## config.mk

```make
export PLATFORM = sky130hd
export DESIGN_NAME = instr_fetch
export DESIGN_NICKNAME = d
export VERILOG_FILES = /design/src/rtl/instr_fetch.sv
export SDC_FILE = /design/constraint.sdc
export NUM_CORES = 1
export LEC_CHECK = 0
export CORE_UTILIZATION = 40
export CTS_CLUSTER_DIAMETER = 30
export DETAILED_ROUTE_END_ITERATION = 6
export GPL_TIMING_DRIVEN = 0
export MAX_ROUTING_LAYER = met4
export PLACE_DENSITY = 0.69
export SLEW_MARGIN = 25
export SYNTH_ARGS = -nofsm -noshare
export SYNTH_HDL_FRONTEND = slang
export SYNTH_SLANG_ARGS = --single-unit
```

## constraint.sdc

```tcl
create_clock -name clk -period 5.9 [get_ports clk]
set_clock_uncertainty 0.2 [all_clocks]
set_input_delay 0.59 -clock clk [delete_from_list [all_inputs] [get_ports clk]]
set_output_delay 0.59 -clock clk [all_outputs]
set_load 0.005 [all_outputs]
```

## src/rtl/instr_fetch.sv

```systemverilog
// Instruction fetch unit: issues instruction-memory reads, buffers words with their PCs and
// hands them to decode. Optional macro FETCH_JUMP_PREDECODE_EN redirects early on JMP/JAL.
module instr_fetch #(
  parameter int                   WORD_SIZE  = 16,
  parameter logic [WORD_SIZE-1:0] RESET_PC   = '0,
  parameter int                   FIFO_DEPTH = 2
) (
  input  logic                 clk,
  input  logic                 reset,
  output logic                 i_readM,
  output logic [WORD_SIZE-1:0] i_address,
  input  logic [WORD_SIZE-1:0] i_data,
  input  logic                 i_inputReady,
  output logic [WORD_SIZE-1:0] inst,
  output logic [WORD_SIZE-1:0] inst_pc,
  output logic                 inst_valid,
  input  logic                 inst_ready,
  input  logic                 redirect,
  input  logic [WORD_SIZE-1:0] redirect_pc
);

  localparam int PW = (FIFO_DEPTH > 1) ? $clog2(FIFO_DEPTH) : 1;
  localparam int CW = PW + 1;
  localparam logic [WORD_SIZE-1:0] ONE = {{(WORD_SIZE-1){1'b0}}, 1'b1};

  typedef enum logic [1:0] {IDLE, REQ, DROP} state_t;

  state_t               state;
  logic [WORD_SIZE-1:0] fetch_pc;
  logic [WORD_SIZE-1:0] req_pc;
  logic [WORD_SIZE-1:0] mem_inst [FIFO_DEPTH];
  logic [WORD_SIZE-1:0] mem_pc   [FIFO_DEPTH];
  logic [PW-1:0]        wr_ptr;
  logic [PW-1:0]        rd_ptr;
  logic [CW-1:0]        count;

  logic                 deq;
  logic                 enq;
  logic                 decide;
  logic                 space;
  logic [CW-1:0]        cnt_after_deq;
  logic [CW-1:0]        cnt_after_enq;
  logic [WORD_SIZE-1:0] next_addr;

  assign inst_valid = (count != '0);
  assign inst       = inst_valid ? mem_inst[rd_ptr] : '0;
  assign inst_pc    = inst_valid ? mem_pc[rd_ptr]   : '0;
  assign i_readM    = (state != IDLE);
  assign i_address  = req_pc;

  always_comb begin
    deq           = inst_valid && inst_ready;
    enq           = (state == REQ) && i_inputReady && !redirect;
    cnt_after_deq = count - CW'(deq);
    cnt_after_enq = cnt_after_deq + CW'(enq);
    space         = cnt_after_enq < CW'(FIFO_DEPTH);
    // A new fetch decision is made when idle or when the outstanding request completes.
    decide        = (state == IDLE) || i_inputReady;
    next_addr     = fetch_pc;
`ifdef FETCH_JUMP_PREDECODE_EN
    if (enq && (i_data[15:12] == 4'd9 || i_data[15:12] == 4'd10))
      next_addr = {req_pc[WORD_SIZE-1:12], i_data[11:0]};
`endif
  end

  always_ff @(posedge clk) begin
    if (enq) begin
      mem_inst[wr_ptr] <= i_data;
      mem_pc[wr_ptr]   <= req_pc;
    end
  end

  always_ff @(posedge clk) begin
    if (reset) begin
      state    <= IDLE;
      fetch_pc <= RESET_PC;
      req_pc   <= '0;
      wr_ptr   <= '0;
      rd_ptr   <= '0;
      count    <= '0;
    end else if (redirect) begin
      wr_ptr <= '0;
      rd_ptr <= '0;
      count  <= '0;
      if (state != IDLE && !i_inputReady) begin
        // Old request still on the bus: wait out its response before refetching.
        state    <= DROP;
        fetch_pc <= redirect_pc;
      end else begin
        state    <= REQ;
        req_pc   <= redirect_pc;
        fetch_pc <= redirect_pc + ONE;
      end
    end else begin
      if (enq) wr_ptr <= wr_ptr + PW'(1);
      if (deq) rd_ptr <= rd_ptr + PW'(1);
      count <= cnt_after_enq;
      if (decide) begin
        if (space) begin
          state    <= REQ;
          req_pc   <= next_addr;
          fetch_pc <= next_addr + ONE;
        end else begin
          state    <= IDLE;
          fetch_pc <= next_addr;
        end
      end
    end
  end

  always_ff @(posedge clk) begin
    if (!reset && enq) begin
      assert (cnt_after_deq < CW'(FIFO_DEPTH));
    end
  end

endmodule

```

Word level (Yosys, flattened, before mapping)
Memories as Yosys holds them, arrays and structs flattened. A register that Yosys moved wholly into a read port is not among the register bits.
Cells that the tools add are included.
{ "word_totals": {"ff_bits": 38, "memories": 2, "mem_bits_rw": 64, "output_inout_bits": 50} }
{ "op_classes": {"n_lt_le_gt_ge": 1, "muxes": 20, "n_addsub": 6, "n_eq_ne": 2, "n_reduce_logical": 15} }
{ "mem_list": {"columns": ["memory", "depth", "width", "read_ports", "rd_ports_with_merged_regs", "write_ports", "line_no", "rtl"], "rows": [
  ["mem_inst", 2, 16, 1, 1, 1, "31", "logic [WORD_SIZE-1:0] mem_inst [FIFO_DEPTH];"],
  ["mem_pc", 2, 16, 1, 1, 1, "32", "logic [WORD_SIZE-1:0] mem_pc [FIFO_DEPTH];"]
]} }
{ "op_table": {"columns": ["cell", "count"], "rows": [
  ["$mux W16", 10],
  ["$add A16 B1 Y16 const B", 2],
  ["$reduce_bool A2 Y1", 4],
  ["$mux W1", 7],
  ["$mux W2", 3],
  ["$logic_and A1 B1 Y1", 4],
  ["$reduce_and A3 Y1", 1],
  ["$add A1 B1 Y1 const B", 2],
  ["$add A2 B1 Y2", 1],
  ["$eq A2 B1 Y1 const B", 1],
  ["$logic_not A1 Y1", 2],
  ["$logic_not A2 Y1", 1],
  ["$lt A2 B2 Y1 const B", 1],
  ["$ne A2 B2 Y1 const B", 1],
  ["$reduce_and A2 Y1", 1],
  ["$reduce_or A2 Y1", 1],
  ["$sub A2 B1 Y2", 1],
  ["$logic_or A1 B1 Y1", 1]
]} }

Depth between registers and ports, before layout
{ "logic_depth": {"depth_word": 8, "mapped_depth": 11} }

Worst setup path after synthesis
Ideal clock, no wire load.
{ "synth_path": {"path_type": "input port to flip-flop", "from": "input port redirect", "to": "memory mem_inst[0][0] (enable)", "path_stages": 4, "path_slack_ns": 2.766, "n_path_buf": 1, "t_arrival_ns": 2.513, "cell_sequence": "clkbuf_1 nor2_1 nand3_1 nor2_1"} }
{ "synth_between": {"elab_chain_cells": 4} }
{ "synth_rtl": {"columns": ["element", "line_no", "rtl"], "rows": [
  ["from (decl)", "18", "input logic redirect,"],
  ["$logic_not A1 Y1", "53", "enq = (state == REQ) && i_inputReady && !redirect;"],
  ["$logic_and A1 B1 Y1", "53", null],
  ["$mux W1", "67", "if (enq) begin"],
  ["$mux W1 (implied by the code)", "68", "mem_inst[wr_ptr] <= i_data;"],
  ["to (decl)", "31", null]
]} }
No other way between the ends.

Final worst setup path
{ "layout_path": {"from": "input port i_inputReady", "to": "register req_pc[13], in the netlist i_address[13]"} }
{ "layout_between": {"elab_chain_cells": 6, "elab_cells_between_ends": 11, "classes_between": "1 x add/sub; 1 x order compare; 1 x eq/ne; 8 x reduce/logical"} }
{ "layout_rtl": {"columns": ["element", "line_no", "rtl"], "rows": [
  ["from (decl)", "13", "input logic i_inputReady,"],
  ["$logic_and A1 B1 Y1 (2 in series)", "53", null],
  ["$add A2 B1 Y2", "55", "cnt_after_enq = cnt_after_deq + CW'(enq);"],
  ["$lt A2 B2 Y1", "56", "space = cnt_after_enq < CW'(FIFO_DEPTH);"],
  ["$reduce_bool A2 Y1 (no source line)", null, null],
  ["$reduce_and A3 Y1 (no source line) *", null, null],
  ["to (signal assigned)", "91", "req_pc <= redirect_pc;"],
  ["to (signal assigned)", "101", "req_pc <= next_addr;"],
  ["to (decl)", "30", "logic [WORD_SIZE-1:0] req_pc;"]
]} }
Mark *: on every way between the ends. The rest lies on a longest branch, timed or not.
A chain may end at the register's enable or synchronous reset.

==> run_results.csv <==
group,metric,value,unit
yosys,yosysTopAreaCellShare,0.418,
cts,cts_tree,"done",
setup_path,slowest_stage,"clkdlybuf4s50_1",
grt,antenna_found_initial,0,
place,place_ws,2.15,ns
power,internal_power,1.26,mW
routing,wl_per_cell,15.9,um
cts,clk_pin_slew,0.07,ns
job,max_cap_violations,0,
setup_path,critPathArrivalTime,3.48,ns
sta,fmax,291,MHz
place,dp.cells,620,
cts,holdBufCountCts,0,
yosys,syn_inst,394,
finish,final_cell_mix,"84 x clkdlybuf4s50_1, 68 x nor2_1, 64 x edfxtp_1, 48 x mux2i_1, 39 x dfxtp_1",
yosys,synth_nets,435,
power,netSwitchingFraction,0.225,
power,clkPwrFrac,0.390,
power,vdd_drop_max,195,uV
die,die_height,109,um
power,power_frac_seq,0.505,
cts,cts-htree-levels,3,
finish,final_area,6010,um2
grt,grt_first_pass_wirelength,15700,um
cts,cts.sinks,103,
die,die_w,109,um
die,row_count,38,
place,placed_area,5690,um2
setup_path,cp-end-kind,"register",
cts,clockBufferDepth,2,
setup_path,cp_common_cell,"ha_1",
sta,fin_crit_sh,0.583,
setup_path,cp.required,5.94,ns
die,core_area,11000,um2
yosys,synthesis.area,4600,um2
power,p_leak,2.05,nW
sta,tightest_slew,0.757,ns
sta,finalHoldViolations,0,
sta,timing.slew.headroom,0.495,
die,ioPinCount,87,
place,port_buffers,84,
yosys,synthTopCellsByArea,"edfxtp_1 42%, dfxtp_1 17%, mux2i_1 10%",
yosys,synth.distinct_cells,38,
power,p_per_area,271,nW/um2
routing,drt-pass1-iter-count,4,
routing,route.vias.total,3283,
grt,grt_util_all_layers,0.179,
routing,drc_errors,0,
finish,final_common_cell,"clkdlybuf4s50_1",
place,place_congestion,0.838,
yosys,yosys_warnings,0,
setup_path,cp_cell_sequence,"clkdlybuf4s50_1, nand3_1, ha_1, inv_1, ha_1, xor3_1, a21oi_1, clkbuf_1, nor2_1, a211oi_1",
finish,drive_gt1_frac,0.0484,
power,comb_power_share,0.105,
setup_path,critPathMaxFanout,10,
yosys,ys_seq_elements,103,
setup_path,cpPeakStageDelay,0.53,ns
sta,fin_ws,2.46,ns
sta,tns,0,ns
finish,layoutNonFillerInstCount,636,
sta,setup_viol,0,
sta,rsz0062_at_grt,"no",
grt,grt_max_degree,22,
die,die-area,11900,um2
min_path,hold_class,"reg -> reg",
grt,grt_pass1_vias,3023,
power,net-switching-power,0.367,mW
yosys,synth_top_area_cell,"edfxtp_1",
routing,ant_nets,0,
yosys,syn_avg_cell_area,11.7,um2
setup_path,critPathKind,"in -> reg",
finish,n_antenna_cell,0,
setup_path,start_kind,"input port",
grt,grt-ovfl-total,0,
die,initial_utilization,0.417,
status,status,"complete, no violations",
cts,cts_resized,0,
cts,worstSkewPairLatency,0.33,ns
sta,min_period,3.44,ns
cts,post-cts-setup-buffers,0,
finish,num-nets-final,532,
cts,root_buffer,"clkbuf_16",
routing,initialDrtViolationCount,210,
place,dpl.hpwl,7320,um
yosys,ys_seq_area_frac,0.587,
sta,slew_viol_final,0,
cts,cts_buffers,9,
routing,wl,10100,um
finish,area_delta_synth_final,30.6,%
routing,vias_per_cell,5.16,
## power by group through the flow
stage | combinational (mW) | sequential, mW | clock, mW
floorplan | 0.0828 | 0.832 | 0
finish | 0.171 | 0.822 | 0.635
global route | 0.187 | 0.826 | 0.679
detailed placement | 0.171 | 0.839 | 0
global placement | 0.167 | 0.837 | 0
CTS | 0.172 | 0.822 | 0.644
## worst paths after layout
| check | slack, ns | start | endpoint | cells past startpoint |
|---|---|---|---|---|
| setup / recovery | 2.46 | i_inputReady | i_address[13] | 10 |
| hold / removal | 0.30 | i_address[2] | mem_pc[0][2] | 0 |
| setup reg to reg | 2.53 | count[1] | i_address[13] | 11 |
| hold reg to reg | 0.30 | i_address[2] | mem_pc[0][2] | 0 |
## per-stage QoR
stage                     power (mW)   util  hold WS (ns)
after floorplan                0.915      -         0.272
after global placement          1.00  0.509         0.264
after detailed placement        1.01  0.516         0.277
after CTS                       1.64  0.545         0.296
after global routing            1.69  0.545         0.314
final                           1.63  0.545         0.299
## logic make-up after synthesis
group | Yosys count | synth area share
flops | 103 | 0.587
xor+xnor | 28 | 0.0596
fa+ha+maj | 4 | 0.0109
compound gates | 45 | 0.0740
buf+inv | 31 | 0.0275
simple gates | 135 | 0.136
mux | 48 | 0.104
## cell type report
cell class	count	area, um2
repair buffers	86	896
fillers	974	5020
plain buffers	23	96.3
clock buffers	10	229
multi-input cells	260	1790
flip-flops and latches	103	2700
well taps	140	175
inverters	8	30.0
clock inverters	6	92.6
## registers in the layout (all words and copies together) (netlist names), named ones only
signal,cells
wr_ptr,1
fetch_pc,16
rd_ptr,1
state,2
count,2
i_address,16
mem_pc,32
mem_inst,32
## layer usage
| metal | GRT usage | up-vias | share of wire |
|---|---|---|---|
| li1 | - | 1630 | - |
| met1 | 0.246 | 1569 | 0.47 |
| met2 | 0.281 | 78 | 0.48 |
| met3 | 0.0287 | 6 | 0.048 |
| met4 | 0.0343 | 0 | 0.0062 |
| met5 | - | - | 0 |
## synthesized netlist by cell type
cell type and count:
nand2_1 13, and3_1 3, and4_1 2, a21oi_1 4
o41a_1 1, o21ba_1 1, or4b_4 1, or4b_1 1
o211a_1 1, nor4b_1 2, edfxtp_1 64, inv_1 8
xnor3_1 1, o21bai_1 1, nor3b_1 1, nor4_1 4
mux2i_1 48, buf_6 1, buf_1 4, nor3_1 17
or2_2 1, xor3_1 1, nand4_1 8, o21a_1 3
ha_1 4, nand3_1 9, a311oi_1 1, clkbuf_1 16
buf_2 2, xnor2_1 17, xor2_1 9, a211oi_1 29
o31a_1 2, nand2b_1 1, dfxtp_1 39, o31ai_1 2
nor2_1 70, and2_1 2
## critical path: cells and delay by family
kind / cells / cell delay [ns]
AOI/OAI and AO/OA: 2 / 0.66
xor gates and xnor gates: 1 / 0.30
adders and majority gates: 2 / 0.54
buffers and inverters: 3 / 1.01
and+or+nand+nor: 2 / 0.38
No activity file was read; power rests on OpenSTA's default activity.
